### src/rtl/id_ex_stage.sv
// id_ex_stage: ID/EX pipeline register feeding the ALU.
// It decodes ALUOp/funct into the ALU control code and resolves EX/MEM and
// MEM/WB forwarding for both source operands. It selects register or
// immediate for operand B, then registers everything onto the ALU inputs.
// Stall holds the outputs, flush inserts a bubble, and an asynchronous
// reset clears all outputs.
module id_ex_stage #(
    parameter int DATA_W = 32,
    parameter int REG_AW = 5
) (
    input  logic              clk,
    input  logic              reset,
    input  logic              in_valid,
    input  logic              stall,
    input  logic              flush,
    input  logic [REG_AW-1:0] rs_num,
    input  logic [REG_AW-1:0] rt_num,
    input  logic [REG_AW-1:0] rd_num,
    input  logic [DATA_W-1:0] rs_data,
    input  logic [DATA_W-1:0] rt_data,
    input  logic [15:0]       imm16,
    input  logic [1:0]        alu_op,
    input  logic [5:0]        funct,
    input  logic              alu_src,
    input  logic              reg_dst,
    input  logic              reg_write,
    input  logic              exmem_wr,
    input  logic              memwb_wr,
    input  logic [REG_AW-1:0] exmem_rd,
    input  logic [REG_AW-1:0] memwb_rd,
    input  logic [DATA_W-1:0] exmem_res,
    input  logic [DATA_W-1:0] memwb_res,
    output logic [DATA_W-1:0] ex_A,
    output logic [DATA_W-1:0] ex_B,
    output logic [3:0]        ex_alu_ctl,
    output logic [DATA_W-1:0] ex_store_data,
    output logic [REG_AW-1:0] ex_dest,
    output logic              ex_reg_write,
    output logic              ex_valid,
    output logic              ex_illegal
);

    typedef enum logic [1:0] {
        OP_ADD   = 2'b00,
        OP_SUB   = 2'b01,
        OP_RTYPE = 2'b10,
        OP_ORI   = 2'b11
    } alu_op_e;

    typedef enum logic [5:0] {
        FN_ADD = 6'b100000,
        FN_SUB = 6'b100010,
        FN_AND = 6'b100100,
        FN_OR  = 6'b100101,
        FN_NOR = 6'b100111,
        FN_SLT = 6'b101010
    } funct_e;

    localparam logic [3:0] CTL_AND = 4'b0000;
    localparam logic [3:0] CTL_OR  = 4'b0001;
    localparam logic [3:0] CTL_ADD = 4'b0010;
    localparam logic [3:0] CTL_SUB = 4'b0110;
    localparam logic [3:0] CTL_SLT = 4'b0111;
    localparam logic [3:0] CTL_NOR = 4'b1100;

    alu_op_e           op;
    logic [DATA_W-1:0] fwd_rs;
    logic [DATA_W-1:0] fwd_rt;
    logic [DATA_W-1:0] imm_ext;
    logic [DATA_W-1:0] op_b;
    logic [3:0]        ctl;
    logic              illegal;
    logic [REG_AW-1:0] dest;
    logic              exmem_hit_rs;
    logic              exmem_hit_rt;
    logic              memwb_hit_rs;
    logic              memwb_hit_rt;

    assign op = alu_op_e'(alu_op);

    // Forwarding match detection; register 0 never matches.
    always_comb begin
        exmem_hit_rs = exmem_wr && (exmem_rd != '0) && (exmem_rd == rs_num);
        exmem_hit_rt = exmem_wr && (exmem_rd != '0) && (exmem_rd == rt_num);
        memwb_hit_rs = memwb_wr && (memwb_rd != '0) && (memwb_rd == rs_num);
        memwb_hit_rt = memwb_wr && (memwb_rd != '0) && (memwb_rd == rt_num);
    end

    // Operand forwarding with EX/MEM taking priority over MEM/WB.
    always_comb begin
        fwd_rs = rs_data;
        fwd_rt = rt_data;
        if (exmem_hit_rs) begin
            fwd_rs = exmem_res;
        end else if (memwb_hit_rs) begin
            fwd_rs = memwb_res;
        end
        if (exmem_hit_rt) begin
            fwd_rt = exmem_res;
        end else if (memwb_hit_rt) begin
            fwd_rt = memwb_res;
        end
    end

    // Immediate extension (zero-extend for ORI) and operand B select.
    always_comb begin
        if (op == OP_ORI) begin
            imm_ext = {{(DATA_W-16){1'b0}}, imm16};
        end else begin
            imm_ext = {{(DATA_W-16){imm16[15]}}, imm16};
        end
        op_b = alu_src ? imm_ext : fwd_rt;
        dest = reg_dst ? rd_num : rt_num;
    end

    // ALU control decode; unsupported R-type functs fall back to add.
    always_comb begin
        ctl     = CTL_ADD;
        illegal = 1'b0;
        case (op)
            OP_ADD: ctl = CTL_ADD;
            OP_SUB: ctl = CTL_SUB;
            OP_ORI: ctl = CTL_OR;
            OP_RTYPE: begin
                case (funct)
                    FN_ADD:  ctl = CTL_ADD;
                    FN_SUB:  ctl = CTL_SUB;
                    FN_AND:  ctl = CTL_AND;
                    FN_OR:   ctl = CTL_OR;
                    FN_NOR:  ctl = CTL_NOR;
                    FN_SLT:  ctl = CTL_SLT;
                    default: begin
                        ctl     = CTL_ADD;
                        illegal = 1'b1;
                    end
                endcase
            end
            default: ctl = CTL_ADD;
        endcase
    end

    // Output register: flush > stall > no-valid bubble > load.
    always_ff @(posedge clk or posedge reset) begin
        if (reset) begin
            ex_A          <= '0;
            ex_B          <= '0;
            ex_alu_ctl    <= '0;
            ex_store_data <= '0;
            ex_dest       <= '0;
            ex_reg_write  <= 1'b0;
            ex_valid      <= 1'b0;
            ex_illegal    <= 1'b0;
        end else if (flush || (!stall && !in_valid)) begin
            ex_A          <= '0;
            ex_B          <= '0;
            ex_alu_ctl    <= '0;
            ex_store_data <= '0;
            ex_dest       <= '0;
            ex_reg_write  <= 1'b0;
            ex_valid      <= 1'b0;
            ex_illegal    <= 1'b0;
        end else if (!stall) begin
            ex_A          <= fwd_rs;
            ex_B          <= op_b;
            ex_alu_ctl    <= ctl;
            ex_store_data <= fwd_rt;
            ex_dest       <= dest;
            ex_reg_write  <= reg_write;
            ex_valid      <= 1'b1;
            ex_illegal    <= illegal;
        end
    end

endmodule

### config.mk
export PLATFORM = sky130hd
export DESIGN_NAME = id_ex_stage
export DESIGN_NICKNAME = d
export VERILOG_FILES = /design/src/rtl/id_ex_stage.sv
export SDC_FILE = /design/constraint.sdc
export NUM_CORES = 1
export LEC_CHECK = 0
export ABC_CLOCK_PERIOD_IN_PS = 6200
export CAP_MARGIN = 20
export CORE_MARGIN = 2
export CORE_UTILIZATION = 45
export CTS_CLUSTER_DIAMETER = 50
export CTS_CLUSTER_SIZE = 24
export DETAILED_ROUTE_END_ITERATION = 8
export PLACE_DENSITY = 0.95
export RECOVER_POWER = 100
export SYNTH_ARGS = -nofsm -noshare
export SYNTH_HDL_FRONTEND = slang
export SYNTH_SLANG_ARGS = --single-unit
### constraint.sdc
create_clock -name clk -period 6.2 [get_ports clk]
set_input_delay 0.93 -clock clk [delete_from_list [all_inputs] [get_ports clk]]
set_output_delay 0.93 -clock clk [all_outputs]
set_load 0.01 [all_outputs]
; Word-level counts from Yosys, hierarchy flattened
; Index checks and enable logic that the tools add are counted.
; Widths: inputs -> output; s select.
[op_classes]
n_eq_ne = 14
muxes = 27
n_reduce_logical = 14
[op_table]
columns = op, n
row1 = $mux 32, 12
row2 = $eq 6x6->1 const B, 6
row3 = $eq 5x5->1, 4
row4 = $pmux 4 s5, 1
row5 = $pmux 4 s4, 1
row6 = $mux 5, 3
row7 = $reduce_bool 5->1, 2
row8 = $mux 1, 8
row9 = $mux 4, 2
row10 = $logic_and 1x1->1, 7
row11 = $reduce_or 6->1, 1
row12 = $eq 2x2->1 const B, 2
row13 = $eq 2x1->1 const B, 1
row14 = $logic_not 1->1, 2
row15 = $logic_not 2->1, 1
row16 = $ne 2x1->1 const B, 1
row17 = $logic_or 1x1->1, 1
[word_totals]
ff_bits = 108
inputBits = 187
output_inout_bits = 108
word_cells = 63

; Depth between registers and ports, before layout
; Gate-level depths: netlist of run 1.
[depth]
depth_word = 8
ltp_mapped = 7
ltp_nobuf = 5

; Worst setup path before layout of run 1
; OpenSTA, ideal clock, no wires.
[synth_path]
path_type = in2reg
start = in memwb_rd[3]
end = reg ex_store_data[0]
setup_time_ns = 0.121
t_arrival_ns = 2.348
t_required_ns = 6.079
setup_slack_ns = 3.731
cell_stages = 7
path_buffers = 2
path_cell_list = or4_4 o211a_1 buf_2 buf_2 nand3_1 a31oi_1 a22o_1
[synth_between]
elab_chain_cells = 7
elab_cells_between_ends = 8
cone_classes = eq/ne: 1 / mux: 4 / reduce/logical: 3
[synth_lines]
columns = element, line
row1 = from (decl), 30  ; input logic [REG_AW-1:0] memwb_rd,
row2 = $reduce_bool 5->1, 86  ; memwb_hit_rt = memwb_wr && (memwb_rd != '0) && (memwb_rd == rt_num);
row3 = $logic_and 1x1->1, 86
row4 = $logic_and 1x1->1 (*), 86
row5 = $mux 32 (*), 100  ; end else if (memwb_hit_rt) begin
row6 = $mux 32 (*), 98  ; if (exmem_hit_rt) begin
row7 = $mux 32 (*), 162  ; end else if (!stall) begin
row8 = $mux 32 (*), 153  ; end else if (flush || (!stall && !in_valid)) begin
row9 = to (signal assigned), 166  ; ex_store_data <= fwd_rt;
row10 = to (decl), 36  ; output logic [DATA_W-1:0] ex_store_data,
; Mark *: on every way between the ends. The rest lies on a longest branch, timed or not. The select of a mux whose other input is x is not followed.
; A chain may end at the register's enable or synchronous reset.

; Worst setup path in the final report of run 1
[layout_path]
start = in memwb_rd[0]
end = reg ex_store_data[16]
; Same word-level chain as after synthesis.

==> impl_metrics.env, run 1 <==
export IMPL_post_cts_buffers=0
export IMPL_clockBufferDepth=2
export IMPL_start_util_pct=46.4
export IMPL_synth_edf_count=0
export IMPL_cp_arrival_ns=4.87
export IMPL_cp_end_kind="register"
export IMPL_cp_data_required_time_ns=6.42
export IMPL_area_growth_pct=53.2
export IMPL_multi_input_area_um2=3240
export IMPL_floorplan_rows=42
export IMPL_layout_drive_gt1_share_pct=4.07
export IMPL_synth_top_area_cell="dfrtp_1"
export IMPL_wirelength_um=24600
export IMPL_io_pins=295
export IMPL_violations="max-capacitance violations, max-slew violations"
export IMPL_final_setup_viol_count=0
export IMPL_clk_pin_slew_ns=0.07
export IMPL_p_leak_nw=4.11
export IMPL_synth_seq_area_share_pct=43.6
export IMPL_drc_errors=0
export IMPL_final_period_utilization_pct=74.9
export IMPL_fin_worst_skew_ns=0
export IMPL_postRouteAntennaNets=0
export IMPL_grt_pass1_vias=6808
export IMPL_maxCapViolCount=2
export IMPL_cts_buffers=9
export IMPL_slew_violations=76
export IMPL_dieWidth_um=121
export IMPL_place_hpwl_um=17200
export IMPL_cts_root_buffer="clkbuf_16"
export IMPL_ys_flop_type="dfrtp_1"
export IMPL_power_density_nw_per_um2=181
export IMPL_track_usage_pct=33.1
export IMPL_crit_path_start_kind="input pin"
export IMPL_vias=6903
export IMPL_yosysWarningCount=0
export IMPL_grt_pass1_wl_um=37600
export IMPL_worst_pin_slew_ns=2.57
export IMPL_finalHoldViolCount=0
export IMPL_status="finished, violations left"
export IMPL_synth_fp_nets=836
export IMPL_clk_latency_ns=0.36
export IMPL_vias_per_cell=6.36
export IMPL_antenna_diode_count=0
export IMPL_syn_avg_cell_area_um2=9.54
export IMPL_drt_pass1_iter_count=6
export IMPL_cts_sinks=108
export IMPL_synthCells=649
export IMPL_layout_min_cycle_time_ns=4.64
export IMPL_cts_hold_buf=0
export IMPL_synthTopCellsByArea="dfrtp_1, a22o_1, mux2i_1, a22oi_1, o21ai_0"
export IMPL_die_y_um=121
export IMPL_fin_tns_setup_ns=0
export IMPL_rsz0062_at_grt="false"
export IMPL_antenna_found_initial=0
export IMPL_final_cells=1085
export IMPL_drtIter0Drc=870
export IMPL_critPathKind="input pin to register"
export IMPL_seq_area_um2=2700
export IMPL_post_place_cells=1069
export IMPL_synthesis_area_um2=6190
export IMPL_max_freq_ghz=0.215
export IMPL_placed_area_um2=9240
export IMPL_routabilityCongestion=0.899
export IMPL_finalInstanceArea_um2=9490
export IMPL_num_fill_cells=1002
export IMPL_grt_overflow=0
export IMPL_cts_tree="built"
export IMPL_hold_path_class="register to register"
export IMPL_grt_max_degree=83
export IMPL_ys_seq_elements=108
export IMPL_portBuffers=294
export IMPL_core_area_um2=13300
export IMPL_nets=1091
export IMPL_critPathMaxFanout=32
export IMPL_cts_htree_levels=3
export IMPL_die_area_um2=14700
export IMPL_synthArstFlopShare_pct=100
export IMPL_synth_distinct_cells=47
export IMPL_relSlewSlack_pct=-72.2
export IMPL_wire_per_inst_um=22.6
export IMPL_synth_top_area_share_pct=43.6
export IMPL_peakVddDrop_v=0.000123
export IMPL_postCtsResizedCells=0
[final cells by class]
cell class	count	share of cell area (%)
Inverter	3	0.132
Tap cell	176	2.32
Multi-Input combinational cell	475	34.1
Sequential cell	108	28.5
Clock inverter	5	0.396
Clock buffer	11	2.56
Timing Repair Buffer	307	32.0
[worst max-delay path, stage by stage]
cell and delay [ns]:
dlygate4sd3_1 0.61, xnor2_1 1.06, o211a_1 0.73, nand2_1 0.82
a221oi_1 0.53, o21ai_0 0.16
[final timing paths]
path	startpoint	end	slack [ns]	cells after the start
setup / recovery	memwb_rd[0]	ex_store_data[16]	1.56	6
hold / removal	ex_store_data[26]	ex_store_data[26]	0.47	2
setup reg to reg	ex_B[28]	ex_B[28]	5.12	3
hold reg to reg	ex_store_data[26]	ex_store_data[26]	0.47	2
max in group asynchronous	reset	ex_store_data[14]	2.20	3
min in group asynchronous	reset	ex_valid	1.74	2
[power breakdown]
part	total [mW]	switching, mW	internal [mW]	leakage (nW)
Clock	0.563	0.278	0.285	0.132
Sequential	0.753	0.0194	0.733	1.47
Combinational	0.398	0.192	0.206	2.50
Total	1.71	0.489	1.22	4.11
[stage by stage]
stage,setup slack (ns),power [mW],hold WS [ns],util (%)
after floorplan,2.42,0.925,0.516,-
after global placement,2.18,1.17,0.462,69.1
after detailed placement,2.13,1.17,0.471,69.2
after CTS,2.51,1.73,0.486,71.3
after global routing,1.37,1.77,0.514,71.1
final,1.56,1.71,0.474,71.1
[routing by layer]
layer / share of wire [%] / vias to the layer above / global-route usage (%)
met5: 0 / - / 0
li1: - / 3031 / -
met1: 37 / 3310 / 42.7
met3: 9.7 / 83 / 6.58
met2: 49 / 479 / 53.3
met4: 4.4 / 0 / 16.2
[sequential cells by signal, indices dropped and copies added (netlist names)]
name,cells
ex_alu_ctl,4
ex_reg_write,1
ex_illegal,1
ex_valid,1
ex_B,32
ex_A,32
ex_store_data,32
ex_dest,5
[cells by family (layout without fill, tap and decap cells)]
kind of cell,Yosys count,after routing,synth area share (%)
flip-flops,108,108,43.6
AND/OR/NAND/NOR,121,121,10.1
XOR/XNOR,20,20,2.83
AO/OA/AOI/OAI,296,296,32.7
buffers and inverters,66,326,4.61
multiplexers,38,38,6.14
[layout by cell type, fill, tap and decap left out, drive strengths merged, types with 17 or more instances in the layout]
master           n
a22o            50
nand2           45
a21oi           17
xnor2           20
a21o            17
dlygate4sd3    112
mux2i           38
nand3           17
o21ai           89
nor3            17
a31oi           34
dfrtp          108
clkdlybuf4s50  182
a22oi           48
[Yosys cell counts, types with 2 or more instances]
master    count
dfrtp_1     108
o21ai_0      68
a22o_1       50
a22oi_1      48
nand2_1      44
clkbuf_1     42
mux2i_1      38
a31oi_1      34
o21ai_1      21
xnor2_1      20
a21o_1       17
a21oi_1      17
nand3_1      17
a211oi_1     16
a221oi_1     16
and3_1       16
nor3_1       16
buf_2        12
nor2_1        5
buf_1         4
buf_4         4
nor2b_1       4
inv_1         3
nand4_1       3
nor3b_1       2
o31ai_1       2
or4_4         2
Note: power is estimated with default switching activity, not from simulation.
==> run 2, diff against run 1 <==
Settings changed: ABC_CLOCK_PERIOD_IN_PS 6200 to 4000, CORE_UTILIZATION 45 to 38, PLACE_DENSITY 0.95 to 0.88.
Clock period 6.2 ns to 4 ns, I/O delays scaled along.
==> run 2 against run 1 <==
Net effect:
- the flow still finishes with violations (max-capacitance violations, max-slew violations)
- sequential cell count unchanged
- hold slack better by 0.0064 ns
- core utilization down 10 points
- critical path depth up 1
- clock-buffer cell count down 2
- largest cell class unchanged
- register-to-register slack worse by 2.2 ns
- via count down 0.56%
- design area up 1.7%
==> impl_metrics.env, run 2 (same netlist as run 1, synthesis figures left out) <==
export IMPL_status="finished, violations left"
export IMPL_violations="max-capacitance violations, max-slew violations"
export IMPL_antenna_diode_count=0
export IMPL_area_growth_pct=55.8
export IMPL_cts_buffers=9
export IMPL_maxCapViolCount=1
export IMPL_grt_overflow=0
export IMPL_die_y_um=132
export IMPL_post_cts_buffers=0
export IMPL_cts_htree_levels=3
export IMPL_postCtsResizedCells=0
export IMPL_postLayoutSetupSlackWorst_ns=0.512
export IMPL_routabilityCongestion=0.905
export IMPL_clockBufferDepth=2
export IMPL_dieWidth_um=132
export IMPL_hold_path_class="register to register"
export IMPL_clk_latency_ns=0.35
export IMPL_nets=1097
export IMPL_drtIter0Drc=637
export IMPL_cp_arrival_ns=3.72
export IMPL_cts_root_buffer="clkbuf_16"
export IMPL_clk_pin_slew_ns=0.08
export IMPL_place_hpwl_um=18000
export IMPL_critPathMaxFanout=32
export IMPL_core_area_um2=15900
export IMPL_peakVddDrop_v=0.000192
export IMPL_critPathKind="input pin to register"
export IMPL_p_leak_nw=4.18
export IMPL_portBuffers=294
export IMPL_drc_errors=0
export IMPL_slew_violations=85
export IMPL_drt_pass1_iter_count=5
export IMPL_floorplan_rows=46
export IMPL_vias_per_cell=6.07
export IMPL_cp_data_required_time_ns=4.23
export IMPL_fin_total_pwr_mw=2.78
export IMPL_wirelength_um=25100
export IMPL_grt_max_degree=109
export IMPL_power_density_nw_per_um2=289
export IMPL_wire_per_inst_um=22.2
export IMPL_layout_min_cycle_time_ns=3.49
export IMPL_cp_end_kind="register"
export IMPL_fin_tns_setup_ns=0
export IMPL_fin_util_pct=60.7
export IMPL_finalHoldViolCount=0
export IMPL_crit_path_start_kind="input pin"
export IMPL_cts_tree="built"
export IMPL_postRouteAntennaNets=0
export IMPL_final_setup_viol_count=0
export IMPL_relSlewSlack_pct=-13.6
export IMPL_grt_pass1_wl_um=38800
export IMPL_fin_worst_skew_ns=0
export IMPL_track_usage_pct=28.5
export IMPL_start_util_pct=39.0
export IMPL_reg2reg_slack_ns=2.94
export IMPL_die_area_um2=17300
export IMPL_grt_pass1_vias=6773
export IMPL_final_common_cell="clkdlybuf4s50_1"
export IMPL_cts_sinks=108
export IMPL_vias=6864
export IMPL_final_cell_mix="clkdlybuf4s50_1, dlygate4sd3_1, dfrtp_1"
export IMPL_io_pins=295
export IMPL_max_freq_ghz=0.287
export IMPL_final_period_utilization_pct=87.2
export IMPL_dp_slack_ns=0.481
export IMPL_antenna_found_initial=0
export IMPL_layout_drive_gt1_share_pct=5.25
export IMPL_rsz0062_at_grt="false"
export IMPL_cts_hold_buf=0
export IMPL_worst_pin_slew_ns=1.70
export IMPL_reg_top3="ex_A (32), ex_B (32), ex_store_data (32)"
==> run 2: changes by cell type in the layout (fill, tap and decap cells not counted), sizes merged <==
cell,before,now
clkinv,3,2
dlygate4sd3,112,111
buf,10,16
clkbuf,14,12
bufinv,0,2
inv,2,4
clkinvlp,3,2
clkdlybuf4s50,182,183
==> run 2: worst max-delay path, stage by stage <==
cell	delay [ns]
dlygate4sd3_1	0.63
xnor2_2	0.77
o211a_1	0.26
clkbuf_2	0.37
nand2_2	0.47
a221oi_1	0.47
o21ai_0	0.14
==> run 2: worst paths after layout <==
path,start,to,cells after the start
worst max register to register,ex_B[21],ex_B[21],3
min in group asynchronous,reset,ex_store_data[25],3
worst min-delay path,ex_store_data[27],ex_store_data[27],2
worst max-delay path,memwb_rd[0],ex_store_data[18],7
max in group asynchronous,reset,ex_A[13],3
worst min register to register,ex_store_data[27],ex_store_data[27],2
==> run 2: layout make-up <==
cell class / count / area [um2]
tap: 216 / 270
clock inverter: 7 / 98.8
inverter: 3 / 12.5
fill: 1384 / 6240
multi-input combinational: 475 / 3250
sequential: 108 / 2700
timing repair buffer: 313 / 3090
clock buffer: 9 / 225
==> run 2: per-layer routing <==
| metal | global-route usage, % | vias to the layer above | part of all wire (%) |
|---|---|---|---|
| met5 | 0 | - | 0 |
| met4 | 13.2 | 0 | 3.9 |
| met3 | 4.90 | 71 | 8.3 |
| met2 | 46.4 | 425 | 48 |
| met1 | 36.9 | 3333 | 40 |
| li1 | - | 3035 | - |
==> run 2: power by group <==
group | total, mW | leakage (nW) | switching, mW | internal, mW
clock | 0.990 | 0.156 | 0.435 | 0.554
sequential | 1.16 | 1.47 | 0.0281 | 1.14
combinational | 0.630 | 2.55 | 0.305 | 0.324
total | 2.78 | 4.18 | 0.769 | 2.01
==> run 2: metrics by stage <==
step	instance area (um2)	instances	hold slack, ns
after detailed placement	9360	1115	0.474
after global placement	9360	1115	0.460
after global routing	9650	1131	0.508
final	9650	1131	0.480
after CTS	9680	1131	0.491
after floorplan	6190	649	0.516
